<file path="src/rtl/tdm_pkg.sv">
// Shared types and constants for the 4-channel TDM mux scanner.
package tdm_pkg;

  typedef enum logic [1:0] {
    StIdle,
    StSettle,
    StSample,
    StDone
  } state_e;

  // Select codes {s1,s0} per channel; the downstream mux is wired inverted.
  localparam logic [1:0] SelCh0 = 2'b11;
  localparam logic [1:0] SelCh1 = 2'b10;
  localparam logic [1:0] SelCh2 = 2'b01;
  localparam logic [1:0] SelCh3 = 2'b00;

  localparam logic [1:0] SelCode [4] = '{SelCh0, SelCh1, SelCh2, SelCh3};

endpackage

</file>
<file path="src/rtl/settle_timer.sv">
// Down-counter that paces how long the mux selects settle before a sample.
module settle_timer #(
  parameter int unsigned W = 4
) (
  input  logic         clk,
  input  logic         rst_n,
  input  logic         load,
  input  logic [W-1:0] load_val,
  input  logic         count,
  output logic         done
);

  logic [W-1:0] cnt_q;

  // Load takes priority; counting saturates at zero.
  always_ff @(posedge clk or negedge rst_n) begin
    if (!rst_n) begin
      cnt_q <= '0;
    end else if (load) begin
      cnt_q <= load_val;
    end else if (count && (cnt_q != '0)) begin
      cnt_q <= cnt_q - W'(1);
    end
  end

  assign done = (cnt_q == '0);

endmodule

</file>
<file path="src/rtl/tdm_mux4_scanner.sv">
// Walks an external 4:1 mux across its channels and assembles one bit per
// channel into a frame, handed off with a valid/ready handshake.
module tdm_mux4_scanner
  import tdm_pkg::*;
#(
  parameter int unsigned SETTLE = 1,
  parameter int unsigned CNT_W  = 8
) (
  input  logic             clk,
  input  logic             rst_n,
  input  logic             start,
  input  logic             cont,
  input  logic             y_in,
  output logic             s0,
  output logic             s1,
  output logic [3:0]       frame,
  output logic             frame_valid,
  input  logic             frame_ready,
  output logic             busy,
  output logic [CNT_W-1:0] frame_cnt
);

  // With no settle time each channel goes straight to its sample cycle.
  localparam state_e     EntrySt    = (SETTLE == 0) ? StSample : StSettle;
  localparam logic [3:0] SettleLoad = (SETTLE == 0) ? 4'd0 : 4'(SETTLE - 1);

  state_e           state_q, state_d;
  logic [1:0]       ch_q, ch_d;
  logic [3:0]       frame_q, frame_d;
  logic [CNT_W-1:0] cnt_q, cnt_d;
  logic             tmr_load, tmr_count, tmr_done;

  settle_timer #(
    .W(4)
  ) u_settle_timer (
    .clk      (clk),
    .rst_n    (rst_n),
    .load     (tmr_load),
    .load_val (SettleLoad),
    .count    (tmr_count),
    .done     (tmr_done)
  );

  // State, channel, frame and counter registers.
  always_ff @(posedge clk or negedge rst_n) begin
    if (!rst_n) begin
      state_q <= StIdle;
      ch_q    <= 2'd0;
      frame_q <= 4'd0;
      cnt_q   <= '0;
    end else begin
      state_q <= state_d;
      ch_q    <= ch_d;
      frame_q <= frame_d;
      cnt_q   <= cnt_d;
    end
  end

  // Next-state: scan sequencing, sampling and frame handoff.
  always_comb begin
    state_d   = state_q;
    ch_d      = ch_q;
    frame_d   = frame_q;
    cnt_d     = cnt_q;
    tmr_load  = 1'b0;
    tmr_count = 1'b0;
    unique case (state_q)
      StIdle: begin
        if (start || cont) begin
          ch_d     = 2'd0;
          frame_d  = 4'd0;
          state_d  = EntrySt;
          tmr_load = 1'b1;
        end
      end
      StSettle: begin
        if (tmr_done) begin
          state_d = StSample;
        end else begin
          tmr_count = 1'b1;
        end
      end
      StSample: begin
        frame_d[ch_q] = y_in;
        if (ch_q == 2'd3) begin
          state_d = StDone;
        end else begin
          ch_d     = ch_q + 2'd1;
          state_d  = EntrySt;
          tmr_load = 1'b1;
        end
      end
      StDone: begin
        if (frame_ready) begin
          cnt_d = cnt_q + CNT_W'(1);
          if (cont) begin
            ch_d     = 2'd0;
            frame_d  = 4'd0;
            state_d  = EntrySt;
            tmr_load = 1'b1;
          end else begin
            // Channel is kept so the selects stay put while idle.
            state_d = StIdle;
          end
        end
      end
      default: state_d = StIdle;
    endcase
  end

  assign {s1, s0}    = SelCode[ch_q];
  assign frame       = frame_q;
  assign frame_valid = (state_q == StDone);
  assign busy        = (state_q != StIdle);
  assign frame_cnt   = cnt_q;

endmodule

</file>
<file path="config.mk">
export PLATFORM = sky130hd
export DESIGN_NAME = tdm_mux4_scanner
export DESIGN_NICKNAME = d
export VERILOG_FILES = /design/src/rtl/tdm_pkg.sv /design/src/rtl/settle_timer.sv /design/src/rtl/tdm_mux4_scanner.sv
export SDC_FILE = /design/constraint.sdc
export NUM_CORES = 1
export LEC_CHECK = 0
export ABC_AREA = 1
export CAP_MARGIN = 5
export CORE_MARGIN = 8
export CORE_UTILIZATION = 46
export DETAILED_ROUTE_END_ITERATION = 8
export PLACE_DENSITY = 0.78
export SYNTH_ARGS = -nofsm -noshare
export SYNTH_HDL_FRONTEND = slang
export SYNTH_SLANG_ARGS = --single-unit
</file>
<file path="constraint.sdc">
create_clock -name clk -period 1.2 [get_ports clk]
set_input_delay 0.24 -clock clk [delete_from_list [all_inputs] [get_ports clk]]
set_output_delay 0.24 -clock clk [all_outputs]
set_load 0.1 [all_outputs]
</file>
==> out/metrics.yaml <==
sta:
  fin_crit_ns: 1.494
  fin_skew_ns: 0.009982
  hold_ws_ns: 0.2590
  setup_slack_ns: -0.2939
  worst_slew_pin_slew_ns: 0.2968
  slew_viol_final: 0
  fmax_mhz: 669.4
  fin_crit_sh: 1.245
  rsz0062_at_grt: "true"
  setup_viol: 29
  relSlewSlack: 0.8014
  hold_viol_final: 0
worst_setup_path:
  cp_top_family: "flip-flops"
  cp.buffers_inverters: 2
  critPathMaxStageDelay_ns: 0.49
  crit_path_max_fanout: 4
  path_cells: "nor2_4 -> clkinvlp_4 -> buf_12"
  endpoint_kind: "output port"
  cp.arrival_ns: 1.25
  criticalPathCategory: "flop to output port"
  startpoint_type: "flop"
  cp_slowest_cell: "dfrtp_2"
  required_ns: 0.96
drt:
  drtIter0Drc: 108
  wl_um: 4888
  detail_route.wl_per_cell_um: 20.12
  viasPerCell: 5.683
  remaining_drc_errors: 0
  first_pass_iters: 4
  route.antenna.remaining_nets: 0
  num_vias: 1381
final_layout:
  final_area_um2: 2233
  mostFrequentLayoutCells: "buf_4 (33), nand2_1 (30), buf_12 (17)"
  drive_gt1_frac: 0.6103
  diodes: 0
  layout_commonest_cell: "buf_4"
  fin_nets: 226
  areaGrowthSynthToFinish_pct: 94.66
global_routing:
  antenna_found_initial: 0
  grt_max_degree: 21
  gr-total-overflow: 0
  grt_pass1_wl_um: 6782
  grt_pass1_vias: 1438
  track_usage: 0.2003
synth:
  synth_compound_area_frac: 0.03272
  avgSynthCellArea_um2: 7.805
  synthAdderAreaFrac: 0.06543
  synth_mux_area_frac: 0
  syn_nets: 159
  synth_top_family_by_area: "simple AND/OR/NAND/NOR gates"
  synth-xor-area-share: 0.03053
  synth_top_area_cell: "dfrtp_1"
  yosys.area_share.simple: 0.3555
  ys_types: 20
  ys_warn_count: 0
  ys_top_cells_by_area: "dfrtp_1 (44%), nand2_1 (15%), inv_1 (6.9%), ha_1 (6.5%), nor2_1 (5.2%)"
  netlist_instances: 147
  ys_seq_elements: 20
  netlist_area_um2: 1147
  yosysSeqAreaShare: 0.4362
  yosysTopAreaCellShare: 0.4362
clocking:
  cts.hold.buffers_added: 0
  clk_pin_slew_ns: 0.13
  cts_inserted_buffers: 3
  cts.sinks: 20
  clock_latency_ns: 0.31
  cts_tree: "yes"
  htree_num_levels: 1
  root_buffer: "clkbuf_4"
  clockBufferDepth: 2
floorplanning:
  die_h_um: 65.94
  initial_core_util: 0.4761
  core_um2: 2410
  core.rowCount: 18
  ios: 22
  fp.dieW_um: 65.94
  die-area_um2: 4348
power:
  swShare: 0.5068
  p_leak_uw: 0.001079
  power.density_cell_area_nw_per_um2: 2648
  clkPwrFrac: 0.095
  p_comb_frac: 0.709
  p_int_uw: 2916
  peakVddDrop_mv: 2.439
  netSwitchingPower_uw: 2997
  p_seq_frac: 0.196
outcome:
  violations: "setup timing"
  status: "finished, violations left"
place:
  port_buffers: 21
  dp_hpwl_um: 2293
  gp_congestion: 0.8010
  dpl_cell_area_um2: 1809
worst_hold_path:
  worst_hold_path_type: "primary input to asynchronous set/reset pin"
job:
  maxCapViolations: 0
-- power by group through the flow --
stage	combinational [µW]	clock, µW	sequential (µW)
4_1_cts	3810	567	1130
3_3_place_gp	3070	0	1220
5_1_grt	4360	599	1170
3_5_place_dp	3140	0	1220
2_1_floorplan	1350	0	1810
6_report	4190	563	1160
-- per-layer routing --
| metal | routed length [µm] | vias to the layer above | GRT usage |
|---|---|---|---|
| li1 | - | 585 | - |
| met1 | 1650 | 654 | 0.1891 |
| met2 | 2520 | 94 | 0.3800 |
| met3 | 338 | 48 | 0.04068 |
| met4 | 378 | 0 | 0.1307 |
| met5 | 0 | - | 0 |
-- synthesized netlist by cell type --
cell / count
nand2_4: 2
nand2_2: 1
clkinv_2: 1
xor2_1: 4
nand2_1: 45
inv_1: 21
nand3b_1: 2
nand4_1: 4
o21ai_0: 5
ha_1: 6
dfrtp_1: 20
nor2_2: 3
nor2_4: 2
o21bai_1: 1
nor2_1: 16
a21oi_1: 1
nand3_1: 10
buf_4: 1
and2_4: 1
nand3_2: 1
-- cells by family after synthesis --
group,Yosys count
and+or+nand+nor,87
buffers and inverters,23
DFF,20
AOI/OAI and AO/OA,7
adders and majority gates,6
xor gates and xnor gates,4
-- sequential cells by signal (all words and copies together), names as in the netlist --
register / cells
u_settle_timer.cnt_q: 4
frame_cnt: 8
state_q: 2
frame: 4
ch_q: 2
-- through the flow --
stage / setup WS, ns / util / setup TNS [ns] / cells / total power, µW
6_report: -0.2939 / 0.9268 / -3.516 / 243 / 5913
5_1_grt: -0.3528 / 0.9268 / -4.663 / 243 / 6126
4_1_cts: -0.2726 / 0.8702 / -2.311 / 234 / 5509
3_5_place_dp: -0.2427 / 0.7508 / -3.567 / 212 / 4360
3_3_place_gp: -0.1838 / 0.7508 / -2.555 / 212 / 4289
2_1_floorplan: -0.3573 / - / -2.662 / 147 / 3153
-- worst paths after layout --
kind / start / to / slack (ns) / cells after the start
max reg2reg: state_q[1]$_DFFE_PN0P_ / u_settle_timer.cnt_q[2]$_DFFE_PN0P_ / -0.29 / 8
max in group asynchronous: rst_n / frame_cnt[1]$_DFFE_PN0P_ / 0.69 / 2
max: state_q[0]$_DFFE_PN0P_ / busy / -0.29 / 3
min reg2reg: ch_q[0]$_DFFE_PN0P_ / ch_q[0]$_DFFE_PN0P_ / 0.54 / 2
min in group clk: ch_q[0]$_DFFE_PN0P_ / ch_q[0]$_DFFE_PN0P_ / 0.54 / 2
min: rst_n / frame_cnt[2]$_DFFE_PN0P_ / 0.26 / 2
-- timing repair --
item | in CTS | in global routing
gates resized for setup | 26 | 23
buffers inserted | 19 | 9
hold endpoints to repair | 0 | 0
pin swaps | 15 | 12
setup endpoints to repair | 27 | 31
-- layout make-up --
| class | count | area (µm²) |
|---|---|---|
| clock buffers | 3 | 22.52 |
| clock inverters | 1 | 30.03 |
| fillers | 84 | 176.4 |
| inverters | 22 | 106.4 |
| multi-input cells | 104 | 774.5 |
| flip-flops and latches | 20 | 534.3 |
| well taps | 30 | 37.54 |
| repair buffers | 63 | 728.2 |
No activity file was read; power rests on OpenSTA's default activity.
